**src/rtl/mult_pkg.sv**
```systemverilog
// Shared widths, FSM encoding and operand-pair type for the multiplier dispatcher.
package mult_pkg;

    localparam int OP_W   = 4;
    localparam int PROD_W = 8;
    localparam int SEQ_W  = 4;

    typedef enum logic [1:0] {
        ST_IDLE  = 2'd0,
        ST_ISSUE = 2'd1,
        ST_WAIT  = 2'd2,
        ST_DRAIN = 2'd3
    } state_t;

    typedef struct packed {
        logic [OP_W-1:0] a;
        logic [OP_W-1:0] b;
    } op_pair_t;

endpackage

```
**src/rtl/mult_op_fifo.sv**
```systemverilog
// Operand-pair FIFO in front of the multiplier dispatcher.
// Pointers carry an extra wrap bit so full and empty can be told apart.
module mult_op_fifo
    import mult_pkg::*;
#(
    parameter int DEPTH = 4
) (
    input  logic     clk,
    input  logic     rst_n,
    input  logic     push,
    input  op_pair_t push_data,
    input  logic     pop,
    output op_pair_t head,
    output logic     full,
    output logic     empty
);

    localparam int PTR_W = $clog2(DEPTH);

    op_pair_t       mem [DEPTH];
    logic [PTR_W:0] wr_ptr;
    logic [PTR_W:0] rd_ptr;
    logic           do_push;
    logic           do_pop;

    assign empty   = (wr_ptr == rd_ptr);
    assign full    = (wr_ptr[PTR_W] != rd_ptr[PTR_W]) &&
                     (wr_ptr[PTR_W-1:0] == rd_ptr[PTR_W-1:0]);
    assign do_push = push && !full;
    assign do_pop  = pop && !empty;
    assign head    = mem[rd_ptr[PTR_W-1:0]];

    always_ff @(posedge clk or negedge rst_n) begin
        if (!rst_n) begin
            wr_ptr <= '0;
            rd_ptr <= '0;
        end else begin
            if (do_push) wr_ptr <= wr_ptr + (PTR_W+1)'(1);
            if (do_pop)  rd_ptr <= rd_ptr + (PTR_W+1)'(1);
        end
    end

    // Storage needs no reset: only entries between the pointers are ever read.
    always_ff @(posedge clk) begin
        if (do_push) mem[wr_ptr[PTR_W-1:0]] <= push_data;
    end

endmodule

```
**src/rtl/mult_dispatcher.sv**
```systemverilog
// Feeds queued operand pairs one at a time to an external sequential multiplier,
// with a WAIT timeout, a held result register and a per-job sequence number.
module mult_dispatcher
    import mult_pkg::*;
#(
    parameter int DEPTH   = 4,
    parameter int TIMEOUT = 31
) (
    input  logic              clk,
    input  logic              rst_n,
    input  logic              in_valid,
    output logic              in_ready,
    input  logic [OP_W-1:0]   in_a,
    input  logic [OP_W-1:0]   in_b,
    output logic              mul_start,
    output logic [OP_W-1:0]   mul_a,
    output logic [OP_W-1:0]   mul_b,
    input  logic              mul_done,
    input  logic [PROD_W-1:0] mul_result,
    output logic              out_valid,
    input  logic              out_ready,
    output logic [PROD_W-1:0] out_result,
    output logic [SEQ_W-1:0]  out_seq,
    output logic              err
);

    localparam int               CNT_W    = $clog2(TIMEOUT + 1);
    localparam logic [CNT_W-1:0] LAST_CNT = CNT_W'(TIMEOUT - 1);

    state_t           state;
    state_t           next_state;
    logic [CNT_W-1:0] wait_cnt;
    op_pair_t         in_pair;
    op_pair_t         fifo_head;
    logic             fifo_full;
    logic             fifo_empty;
    logic             pop;
    logic             capture;
    logic             abort;
    logic             accept;

    assign in_pair  = {in_a, in_b};
    assign in_ready = !fifo_full;

    mult_op_fifo #(
        .DEPTH (DEPTH)
    ) u_fifo (
        .clk       (clk),
        .rst_n     (rst_n),
        .push      (in_valid && in_ready),
        .push_data (in_pair),
        .pop       (pop),
        .head      (fifo_head),
        .full      (fifo_full),
        .empty     (fifo_empty)
    );

    always_ff @(posedge clk or negedge rst_n) begin
        if (!rst_n) state <= ST_IDLE;
        else        state <= next_state;
    end

    // The first WAIT cycle (wait_cnt == 0) ignores mul_done, which may still be
    // high from the previous job; a done in the last WAIT cycle beats the abort.
    always_comb begin
        next_state = state;
        mul_start  = 1'b0;
        pop        = 1'b0;
        capture    = 1'b0;
        abort      = 1'b0;
        accept     = 1'b0;
        case (state)
            ST_IDLE: begin
                if (!fifo_empty) next_state = ST_ISSUE;
            end
            ST_ISSUE: begin
                mul_start  = 1'b1;
                pop        = 1'b1;
                next_state = ST_WAIT;
            end
            ST_WAIT: begin
                if (wait_cnt != '0 && mul_done) begin
                    capture    = 1'b1;
                    next_state = ST_DRAIN;
                end else if (wait_cnt == LAST_CNT) begin
                    abort      = 1'b1;
                    next_state = ST_IDLE;
                end
            end
            ST_DRAIN: begin
                if (out_ready) begin
                    accept     = 1'b1;
                    next_state = ST_IDLE;
                end
            end
            default: next_state = ST_IDLE;
        endcase
    end

    always_ff @(posedge clk or negedge rst_n) begin
        if (!rst_n) begin
            mul_a      <= '0;
            mul_b      <= '0;
            wait_cnt   <= '0;
            out_valid  <= 1'b0;
            out_result <= '0;
            out_seq    <= '0;
            err        <= 1'b0;
        end else begin
            if (state == ST_IDLE && !fifo_empty) begin
                mul_a <= fifo_head.a;
                mul_b <= fifo_head.b;
            end
            if (state == ST_WAIT && next_state == ST_WAIT) wait_cnt <= wait_cnt + CNT_W'(1);
            else                                           wait_cnt <= '0;
            if (capture) begin
                out_result <= mul_result;
                out_valid  <= 1'b1;
            end
            if (accept) out_valid <= 1'b0;
            if (accept || abort) out_seq <= out_seq + SEQ_W'(1);
            if (abort) err <= 1'b1;
        end
    end

endmodule

```
**config.mk**
```make
export PLATFORM = sky130hd
export DESIGN_NAME = mult_dispatcher
export DESIGN_NICKNAME = d
export VERILOG_FILES = /design/src/rtl/mult_pkg.sv /design/src/rtl/mult_op_fifo.sv /design/src/rtl/mult_dispatcher.sv
export SDC_FILE = /design/constraint.sdc
export NUM_CORES = 1
export LEC_CHECK = 0
export CAP_MARGIN = 30
export CORE_MARGIN = 5
export CORE_UTILIZATION = 45
export CTS_BUF_LIST = sky130_fd_sc_hd__clkbuf_4 sky130_fd_sc_hd__clkbuf_8 sky130_fd_sc_hd__clkbuf_16
export DETAILED_ROUTE_END_ITERATION = 12
export PLACE_DENSITY_LB_ADDON = 0.12
export SKIP_LAST_GASP = 1
export SLEW_MARGIN = 20
export SYNTH_ARGS = -nofsm -noshare
export SYNTH_HDL_FRONTEND = slang
export SYNTH_HIERARCHICAL = 1
export SYNTH_SLANG_ARGS = --single-unit
```
**constraint.sdc**
```tcl
create_clock -name clk -period 3.3 [get_ports clk]
set_input_delay 0.495 -clock clk [delete_from_list [all_inputs] [get_ports clk]]
set_output_delay 0.495 -clock clk [all_outputs]
set_load 0.05 [all_outputs]
```
---- Word-level counts from Yosys, hierarchy flattened ----
Memory sizes are Yosys's and may differ from the RTL's. A register that Yosys moved wholly into a read port is not among the register bits.
Index checks and enable logic that the tools add are counted.
Widths: inputs -> output; s select.
word-level totals
  register bits ........................... 27
  bits in writable memories ............... 32
  bits of input ports ..................... 21
  logic and storage cells ................. 53
  memories kept ........................... 1
cells by class
  $add $sub $neg .......................... 4
  eq/ne operators ......................... 8
  multiplexer cells ....................... 18
  reductions and logical operators ........ 14
memories
  memory      words  width  read ports  clocked after Yosys merged registers in  write ports  line                RTL
  u_fifo.mem  4      8      1           1                                        1            mult_op_fifo.sv:20  op_pair_t mem [DEPTH];
operator list
  kind                 count
  $mux 1               12
  $mux 2               4
  $pmux 2 s4           1
  $logic_and 1x1->1    7
  $add 3x1->3 const B  2
  $eq 2x2->1 const B   3
  $add 5x1->5 const B  1
  $eq 5x5->1 const B   1
  $mux 5               1
  $reduce_bool 5->1    1
  $add 4x1->4 const B  1
  $eq 3x3->1           1
  $logic_not 1->1      3
  $eq 2x1->1 const B   1
  $eq 2x2->1           1
  $logic_not 2->1      1
  $reduce_bool 2->1    1
  $logic_or 1x1->1     1
  $ne 1x1->1           1

---- Depth between registers and ports, before layout ----
Gate-level depths: netlist (run 1).
  depth in word-level cells ............... 7
  mapped depth ............................ 9
  gate-level depth less buffers ........... 7

---- By module ----
The synthesis (run 1) kept the hierarchy.
modules (own cells, without submodules)
  module           instances  cells an instance  area an instance (um^2)  seq. area each (um^2)
  mult_op_fifo     1          93                 1684.1                   1111.1
  mult_dispatcher  1          106                1307.5                   725.7

---- Worst setup path after synthesis (run 1) ----
Ideal clock, no wire load.
  path kind ............................... reg2reg
  start point ............................. register u_fifo.rd_ptr[0]
  end point ............................... memory u_fifo/mem[2][0] in the netlist's numbering (enable)
  setup time .............................. 0.332 ns
  data arrival time ....................... 1.687 ns
  setup slack ............................. 1.282 ns
  cell stages (with the launch flop) ...... 10
  buffers on the path ..................... 2
  clock period less this slack ............ 2.018 ns
  path through ............................ dfrtp_1 buf_6 xnor2_2 buf_6 nand3_1 inv_1 nor2b_1 inv_1 a31oi_2 and2_1
on the way
  longest elaborated chain between the ends .. 7
ends and longest elaborated chain
  element                         line                                       RTL
  start, declared                 mult_op_fifo.sv:22                         logic [PTR_W:0] rd_ptr;
  start signal, assigned          mult_op_fifo.sv:39                         if (do_pop) rd_ptr <= rd_ptr + (PTR_W+1)'(1);
  $eq 2x2->1 *                    mult_op_fifo.sv:28                         (wr_ptr[PTR_W-1:0] == rd_ptr[PTR_W-1:0]);
  $logic_and 1x1->1 *             mult_op_fifo.sv:27                         assign full = (wr_ptr[PTR_W] != rd_ptr[PTR_W]) &&
  named net fifo_full             mult_dispatcher.sv:35                      logic fifo_full;
  $logic_not 1->1 *               mult_op_fifo.sv:29, mult_dispatcher.sv:43
  $logic_and 1x1->1               mult_dispatcher.sv:50                      .push (in_valid && in_ready),
  $logic_and 1x1->1 *             mult_op_fifo.sv:29                         assign do_push = push && !full;
  $mux 1 *                        mult_op_fifo.sv:45                         if (do_push) mem[wr_ptr[PTR_W-1:0]] <= push_data;
  $mux 1 (not written as such) *  mult_op_fifo.sv:45
  end, declared                   mult_op_fifo.sv:20
Mark *: on every way through the listed nets, which the timed path passes. The rest lies on a longest branch.

---- Worst setup path in the final report (run 1) ----
  start point ............................. register u_fifo.rd_ptr[1]
  end point ............................... output port in_ready
on the way
  longest elaborated chain between the ends .. 3
ends and longest elaborated chain
  element              line                   RTL
  $eq 2x2->1           mult_op_fifo.sv:28
  $logic_and 1x1->1    mult_op_fifo.sv:27
  named net fifo_full  mult_dispatcher.sv:35
  $logic_not 1->1      mult_dispatcher.sv:43  assign in_ready = !fifo_full;
  end, declared        mult_dispatcher.sv:12  output logic in_ready,
The timed path passes the listed nets, and every way through them passes these cells.

==> results of run 1 <==
## registers in the layout, indices dropped and copies added (netlist names), 2 cells and up
signal         count
u_fifo/mem        32
out_seq            4
wait_cnt           5
mul_b              4
u_fifo/rd_ptr      3
u_fifo/wr_ptr      3
mul_a              4
state              2
out_result         8
## cells in the final DEF (no fill, tap or decap), types with 3 or more instances in the layout
cell	count
edfxtp_1	32
o21ai_0	7
a21o_1	4
nor2_1	9
dfrtp_1	35
inv_1	12
nand3_1	6
xnor2_1	4
nand2b_1	3
a31oi_1	3
clkinv_4	3
ha_1	9
nand2_1	4
xor2_1	4
mux4_1	6
mux2_2	16
clkbuf_8	9
and2_1	4
clkdlybuf4s50_1	43
## final cells by class
cell class	count	area, um2
Fill cell	542	2760
Sequential cell	67	1840
Multi-Input combinational cell	113	1060
Timing Repair Buffer	45	443
Clock buffer	9	124
Tap cell	77	96.3
Clock inverter	7	52.6
Inverter	12	45.0
## final timing paths
path,from,endpoint,depth (start not counted)
min reg2reg,err$_DFFE_PN0P_,err$_DFFE_PN0P_,1
min in group clk,err$_DFFE_PN0P_,err$_DFFE_PN0P_,1
max in group asynchronous,rst_n,mul_a[3]$_DFFE_PN0P_,1
min,rst_n,wait_cnt[3]$_DFF_PN0_,1
max,u_fifo/rd_ptr[1]$_DFFE_PN0P_,in_ready,5
max reg2reg,u_fifo/rd_ptr[1]$_DFFE_PN0P_,u_fifo/mem[0][1]$_DFFE_PP_,7
## metrics by stage
step / setup WS [ns] / power, uW / cell area [um2]
final: 0.463 / 3800 / 3660
after global routing: 0.336 / 4050 / 3660
after CTS: 0.440 / 3850 / 3660
after detailed placement: 0.828 / 3240 / 3480
after global placement: 0.829 / 3210 / 3480
after floorplan: 1.28 / 2730 / 2990
## power by group through the flow
stage | Combinational (uW) | Sequential [uW] | Clock, uW
after floorplan | 947 | 1790 | 0
after global placement | 1820 | 1400 | 0
after detailed placement | 1830 | 1410 | 0
after CTS | 1840 | 1390 | 622
after global routing | 1950 | 1430 | 661
final | 1820 | 1390 | 601
## routing by layer
metal	track usage, %	vias up	wire length [um]
li1	-	840	-
met1	17.8	864	2470
met2	21.9	37	2570
met3	4.30	9	245
met4	6.03	0	108
met5	0	-	0
## cell families (layout without fill, tap and decap cells)
logic type / after synthesis / after routing
AOI/OAI and AO/OA: 24 / 24
xor gates and xnor gates: 11 / 11
adders and majority gates: 9 / 9
buffers and inverters: 19 / 73
DFF: 67 / 67
muxes: 25 / 25
and+or+nand+nor: 44 / 44
==> results_dict.tcl, run 1 <==
set metrics [dict create \
    cts-resized-gates 0 \
    ys_types 46 \
    tightest_slew_ns 0.819 \
    path_cells "xnor2_2 > nand3_1 > inv_1 > inv_1 > clkdlybuf4s50_1" \
    slew_headroom_pct 45.4 \
    seq_area_frac_synth_pct 61.4 \
    dp_hpwl_um 3730 \
    vias 1750 \
    cpMaxStageDelayCell "clkdlybuf4s50_1" \
    drive_above_1_share_pct 18.2 \
    startpoint_type "register" \
    hold_buffers 0 \
    switchingPower_uw 1620 \
    route.detailed.drc 0 \
    worst_path_most_repeated_cell "inv_1" \
    arrival_ns 2.34 \
    synthAdderAreaFrac_pct 3.76 \
    vdd_drop_max_uv 432 \
    p_per_area_nw_per_um2 1040 \
    routed_wl_um 5400 \
    hold_viol 0 \
    cts_buffer_depth 2 \
    switching_share_pct 42.6 \
    p_leak_uw 0.00144 \
    antenna_left 0 \
    p_int_uw 2180 \
    ys_ff_latch 67 \
    setup_viol_count_final 0 \
    die_y_um 91.5 \
    crit_path_max_incr_delay_ns 0.69 \
    track_usage_pct 13.9 \
    grt_pass1_wl_um 9030 \
    reg2reg_slack_ns 0.85 \
    initial_core_util_pct 46.6 \
    area_delta_synth_final_pct 22.4 \
    crit_fanout 13 \
    dieArea_um2 8380 \
    coreArea_um2 6420 \
    cts_max_level 3 \
    rsz0062_at_grt "no" \
    die_w_um 91.5 \
    hold_class "input port to async pin" \
    tritoncts "yes" \
    antenna_cells 0 \
    synth_top_family_by_area "multiplexers" \
    p_clk_share_pct 15.8 \
    synth_cells 199 \
    fmax_mhz 352 \
    crit_required_ns 2.80 \
    cap_violations 0 \
    fin_nets 278 \
    yosysWarningCount 6 \
    post-route-period-util_pct 86.0 \
    io_buffers 44 \
    synth-simple-area-share_pct 8.78 \
    wl_per_cell_um 16.4 \
    gp_congestion 0.757 \
    synth.most_common_cell "dfrtp_1" \
    finalMaxSlewViolations 0 \
    grt_max_degree 36 \
    dr.pass1.iters 4 \
    synth-edff-count 32 \
    synthMuxAreaShare_pct 13.2 \
    rows 29 \
    yosys.area.top_type "edfxtp_1" \
    post-route-min-period_ns 2.84 \
    clkTransAtPathRegs_ns 0.08 \
    place_inst 314 \
    status "complete, no violations" \
    syn_nets 229 \
    num_io_pins 45 \
    seqPwrFrac_pct 36.4 \
    holdWs_ns 0.240 \
    syn-cell-area_um2 2990 \
    grt_pass1_vias 1820 \
    root_buffer "clkbuf_8" \
    end_kind "output port" \
    synthTopCellsByCount "dfrtp_1, edfxtp_1, mux2_2, inv_1" \
    grt_overflow 0 \
    async_flop_share_pct 52.2 \
    fin_util_pct 57.0 \
    path_buf_inv 3 \
    antenna_found_initial 0 \
    finalClockSkew_ns 0.0108 \
    via_per_inst 5.30 \
    crit_family "buffers and inverters" \
    synth_compound_area_share_pct 5.86 \
    avgSynthCellArea_um2 15.0 \
    ys.flop_type "dfrtp_1" \
    cts_made_buffers 9 \
    stdcell_count 330 \
    synth_xor_xnor_area_share_pct 3.97 \
    synthTopCellsByArea "edfxtp_1, dfrtp_1, mux2_2" \
    synth_top_area_share_pct 32.1 \
    power_frac_comb_pct 47.8 \
    cts_sinks 67 \
    dr.first_iter.drc_count 62 \
    clk_latency_ns 0.34 \
    tns_ns 0 \
    critPathKind "register to output port" \
    post_cts_buffers 0 \
]
Power figures use the tool's default switching activity.
==> inputs of run 2 (changes only) <==
--- a/config.mk
+++ b/config.mk
@@ -11,6 +11,7 @@
 export CTS_BUF_LIST = sky130_fd_sc_hd__clkbuf_4 sky130_fd_sc_hd__clkbuf_8 sky130_fd_sc_hd__clkbuf_16
 export DETAILED_ROUTE_END_ITERATION = 12
 export PLACE_DENSITY_LB_ADDON = 0.12
+export REMOVE_ABC_BUFFERS = 1
 export SKIP_LAST_GASP = 1
 export SLEW_MARGIN = 20
 export SYNTH_ARGS = -nofsm -noshare
==> run 2 against run 1 <==
Sequential power hardly changed. Clock power increased by 29%. Utilization increased by 1.4 points. Worst hold slack better by 0.22 ns. Total power is 5.6% higher. Global-route usage shrank 0.28 points. First-iteration DRC count rose by 39%. Combinational power rose by 3%. Largest power group unchanged. Cell count grew 1.2%. Sequential share of layout area decreased by 1.2 points.
==> results_dict.tcl, run 2 (same netlist as run 1, synthesis figures left out) <==
set metrics [dict create \
    status "complete, no violations" \
    cts_buffer_depth 2 \
    crit_path_max_incr_delay_ns 0.69 \
    final_cell_mix "clkdlybuf4s50_1, dfrtp_1, edfxtp_1, mux2_2, inv_1" \
    io_buffers 44 \
    vias 1779 \
    place_inst 318 \
    fmax_mhz 378 \
    hold_class "register to register" \
    cts_max_level 3 \
    crit_family "buffers and inverters" \
    arrival_ns 2.15 \
    crit_fanout 7 \
    hold_start "err$_DFFE_PN0P_" \
    root_buffer "clkbuf_8" \
    track_usage_pct 13.7 \
    antenna_found_initial 0 \
    p_clk_share_pct 19.3 \
    area_delta_synth_final_pct 25.3 \
    largest_register_ffs 32 \
    final_common_cell "clkdlybuf4s50_1" \
    path_buf_inv 3 \
    setup_slack_ns 0.657 \
    die_y_um 91.5 \
    reg2reg_slack_ns 1.06 \
    cap_violations 0 \
    startpoint "u_fifo/wr_ptr[1]$_DFFE_PN0P_" \
    antenna_cells 0 \
    rows 29 \
    setup_viol_count_final 0 \
    finalClockSkew_ns 0.00800 \
    crit_path_end "in_ready" \
    grt_overflow 0 \
    grt_max_degree 36 \
    hold_viol 0 \
    clkTransAtPathRegs_ns 0.08 \
    tritoncts "yes" \
    p_leak_uw 0.00149 \
    r2r_end "u_fifo/mem[2][0]$_DFFE_PP_" \
    crit_cells 5 \
    via_per_inst 5.33 \
    dieArea_um2 8380 \
    tightest_slew_ns 0.508 \
    grt_pass1_wl_um 8870 \
    dr.first_iter.drc_count 86 \
    cts_sinks 67 \
    r2r-start "u_fifo/wr_ptr[0]$_DFFE_PN0P_" \
    dr.pass1.iters 4 \
    cpMaxStageDelayCell "clkdlybuf4s50_1" \
    rsz0062_at_grt "no" \
    hold_buffers 0 \
    seqPwrFrac_pct 34.1 \
    stdcell_count 334 \
    startpoint_type "register" \
    total_power_uw 4010 \
    r2r_cells 8 \
    wl_per_cell_um 15.7 \
    cts_made_buffers 9 \
    switchingPower_uw 1640 \
    gp_congestion 0.774 \
    routed_wl_um 5250 \
    finalMaxSlewViolations 0 \
    post-route-period-util_pct 80.1 \
    critPathKind "register to output port" \
    post-route-min-period_ns 2.64 \
    vdd_drop_max_uv 411 \
    worst_path_most_repeated_cell "inv_1" \
    post_cts_buffers 0 \
    crit_required_ns 2.80 \
    route.detailed.drc 0 \
    num_io_pins 45 \
    slew_headroom_pct 66.1 \
    initial_core_util_pct 46.6 \
    place_ws_ns 0.997 \
    fin_nets 282 \
    coreArea_um2 6420 \
    dp_hpwl_um 3650 \
    power_frac_comb_pct 46.6 \
    drive_above_1_share_pct 19.1 \
    end_kind "output port" \
    path_cells "xnor2_2 > nand3_1 > inv_1 > inv_1 > clkdlybuf4s50_1" \
    antenna_left 0 \
    cts-resized-gates 0 \
    grt_pass1_vias 1789 \
    tns_ns 0 \
    p_int_uw 2380 \
    die_w_um 91.5 \
    clk_latency_ns 0.33 \
    switching_share_pct 40.8 \
    p_per_area_nw_per_um2 1070 \
]
-- run 2: cell count changes in the layout (fill, tap and decap cells not counted), sizes merged --
| cell | previous run | this run |
|---|---|---|
| buf | 2 | 5 |
| clkinv | 5 | 2 |
| bufinv | 0 | 2 |
| inv | 13 | 15 |
| clkdlybuf4s50 | 43 | 44 |
| clkinvlp | 1 | 0 |
-- run 2: routing by layer --
| layer | vias to the layer above | global-route usage, % | part of all wire, % |
|---|---|---|---|
| met1 | 891 | 17.5 | 46 |
| met3 | 6 | 3.55 | 4.8 |
| met4 | 0 | 7.16 | 1.5 |
| met2 | 40 | 21.3 | 47 |
| li1 | 842 | - | - |
| met5 | - | 0 | 0 |
-- run 2: power by group through the flow --
stage / sequential [uW] / combinational, uW / clock [uW]
floorplan: 1840 / 837 / 0
global placement: 1380 / 1890 / 0
detailed placement: 1390 / 1890 / 0
CTS: 1370 / 1900 / 798
global route: 1410 / 2020 / 836
finish: 1370 / 1870 / 775
-- run 2: worst reg2reg max path, stage by stage, from the launching register on --
cell and delay (ns):
dfrtp_1 0.45, xnor2_2 0.15, buf_4 0.17, nand3_1 0.09, inv_1 0.06, nor2b_1 0.22
inv_1 0.08, a31oi_2 0.22, and2_1 0.44
-- run 2: through the flow --
step           hold WS, ns  utilization [%]  area (um2)
2_1_floorplan        0.199                -        2950
3_3_place_gp         0.441             54.8        3520
3_5_place_dp         0.447             54.8        3520
4_1_cts              0.465             58.4        3750
5_1_grt              0.497             58.4        3750
6_report             0.460             58.4        3750
-- run 2: worst min path at each step --
| stage | to | slack (ns) | cells past startpoint |
|---|---|---|---|
| 2_1_floorplan | err$_DFFE_PN0P_ | 0.20 | 0 |
| 3_3_place_gp | err$_DFFE_PN0P_ | 0.44 | 1 |
| 3_5_place_dp | err$_DFFE_PN0P_ | 0.45 | 1 |
| 4_1_cts | err$_DFFE_PN0P_ | 0.46 | 1 |
| 5_1_grt | err$_DFFE_PN0P_ | 0.50 | 1 |
| 6_report | err$_DFFE_PN0P_ | 0.46 | 1 |
-- run 2: layout make-up --
class / instances / area [um2]
fill: 523 / 2670
sequential: 67 / 1840
multi-input combinational: 113 / 1060
timing repair buffer: 49 / 478
clock buffer: 9 / 124
clock inverter: 7 / 106
tap: 77 / 96.3
inverter: 12 / 45.0
==> inputs of run 3 (changes only) <==
==> constraint.sdc (replaced) <==
create_clock -name clk -period 2.35 [get_ports clk]
set_input_delay 0.3525 -clock clk [delete_from_list [all_inputs] [get_ports clk]]
set_output_delay 0.3525 -clock clk [all_outputs]
set_load 0.05 [all_outputs]
==> run 3 against run 2 <==
Clock power up 34%. Combinational power increased by 45%. Die area unchanged. Worst hold slack worse by 0.0031 ns. Critical path type is now register to register. Highest routed layer unchanged. Non-clock buffer count increased by 4. Sequential share of layout area fell by 0.15 points. Design area increased by 0.30%. Register-to-register slack got worse by 0.81 ns. Via count shrank 1.6%. Largest cell class unchanged.
==> results_dict.tcl, run 3 (same netlist as run 1, synthesis figures left out) <==
set metrics [dict create \
    worst_path_most_repeated_cell "inv_1" \
    fill_cells 530 \
    cts_max_level 3 \
    antenna_cells 0 \
    grt_max_degree 36 \
    dieArea_um2 8380 \
    crit_required_ns 2.33 \
    cpMaxStageDelayCell "dfrtp_1" \
    cts_sinks 67 \
    dp_hpwl_um 3680 \
    fmax_mhz 475 \
    die_w_um 91.5 \
    area_delta_synth_final_pct 25.7 \
    startpoint_type "register" \
    cts_buffer_depth 2 \
    fin_nets 286 \
    holdWs_ns 0.457 \
    status "complete, no violations" \
    path_buf_inv 2 \
    multi_input_area_um2 1060 \
    via_per_inst 5.18 \
    initial_core_util_pct 46.6 \
    seqCellArea_um2 1840 \
    slew_headroom_pct 66.1 \
    rows 29 \
    crit_fanout 8 \
    final_common_cell "clkdlybuf4s50_1" \
    path_cells "xor2_2 > nand3_1 > inv_1 > nor2b_1 > inv_1 > a31oi_2 > and2_1" \
    wl_per_cell_um 15.8 \
    antenna_found_initial 0 \
    tritoncts "yes" \
    num_io_pins 45 \
    tightest_slew_ns 0.507 \
    crit_family "simple AND/OR/NAND/NOR gates" \
    arrival_ns 2.09 \
    p_per_area_nw_per_um2 1500 \
    clk_latency_ns 0.33 \
    clkTransAtPathRegs_ns 0.07 \
    crit_path_max_incr_delay_ns 0.45 \
    largest_register_ffs 32 \
    grt_overflow 0 \
    dr.pass1.iters 4 \
    track_usage_pct 14.1 \
    setup_viol_count_final 0 \
    post_cts_buffers 0 \
    vias 1751 \
    dr.first_iter.drc_count 49 \
    finalClockSkew_ns 0.00835 \
    cts-resized-gates 0 \
    post-route-period-util_pct 89.5 \
    die_y_um 91.5 \
    vdd_drop_max_uv 825 \
    end_kind "register" \
    rsz0062_at_grt "no" \
    root_buffer "clkbuf_8" \
    routed_wl_um 5350 \
    route.detailed.drc 0 \
    drive_above_1_share_pct 21.1 \
    hold_buffers 0 \
    final_cell_mix "clkdlybuf4s50_1, dfrtp_1, edfxtp_1, mux2_2, inv_1" \
    hold_class "input port to async pin" \
    cap_violations 0 \
    grt_pass1_vias 1778 \
    cts_made_buffers 9 \
    critPathKind "register to register" \
    post-route-min-period_ns 2.10 \
    coreArea_um2 6420 \
    io_buffers 44 \
    antenna_left 0 \
    tns_ns 0 \
    hold_viol 0 \
    finalMaxSlewViolations 0 \
    gp_congestion 0.753 \
    grt_pass1_wl_um 9030 \
    p_leak_uw 0.00150 \
]
run 3: area by class of cell:
cell class              count  share of cell area [%]
clock buffers              11                    3.69
clock inverters             5                    2.06
inverters                  12                    1.20
multi-input cells         113                    28.3
flip-flops and latches     67                    48.8
well taps                  77                    2.56
repair buffers             53                    13.4
run 3: path summary, 6_finish.rpt:
| kind | cells past startpoint | start | slack, ns | to |
|---|---|---|---|---|
| min in group clk | 1 | err$_DFFE_PN0P_ | 0.46 | err$_DFFE_PN0P_ |
| worst max-delay path | 7 | u_fifo/rd_ptr[2]$_DFFE_PN0P_ | 0.25 | u_fifo/mem[1][0]$_DFFE_PP_ |
| worst min register to register | 1 | err$_DFFE_PN0P_ | 0.46 | err$_DFFE_PN0P_ |
| max in group asynchronous | 2 | rst_n | 1.57 | u_fifo/rd_ptr[0]$_DFFE_PN0P_ |
| worst max register to register | 7 | u_fifo/rd_ptr[2]$_DFFE_PN0P_ | 0.25 | u_fifo/mem[1][0]$_DFFE_PP_ |
| worst min-delay path | 2 | rst_n | 0.46 | u_fifo/rd_ptr[2]$_DFFE_PN0P_ |
run 3: layer usage:
metal | part of all wire, % | routed length, um | global-route usage, %
met5 | 0 | 0 | 0
met4 | 1.9 | 104 | 6.78
met3 | 5.5 | 292 | 3.97
met2 | 46 | 2440 | 21.1
met1 | 47 | 2510 | 18.8
run 3: worst reg2reg max path, cell delays in order (launching register included):
cell and delay [ns]:
dfrtp_1 0.45, xor2_2 0.21, nand3_1 0.08, inv_1 0.05
nor2b_1 0.23, inv_1 0.09, a31oi_2 0.22, and2_1 0.43
run 3: per-stage QoR:
step,power [uW],utilization [%],cells,cell area (um2),setup slack [ns]
global route,6000,58.6,338,3760,0.0685
detailed placement,4660,55.2,322,3540,0.156
finish,5650,58.6,338,3760,0.246
global placement,4650,55.2,322,3540,0.218
CTS,5720,58.6,338,3760,0.221
floorplan,3760,-,192,2950,0.223
run 3: report_power, final:
part,switching [uW],internal [uW],total (uW)
Combinational,1590,1120,2710
Clock,420,618,1040
Sequential,264,1650,1910
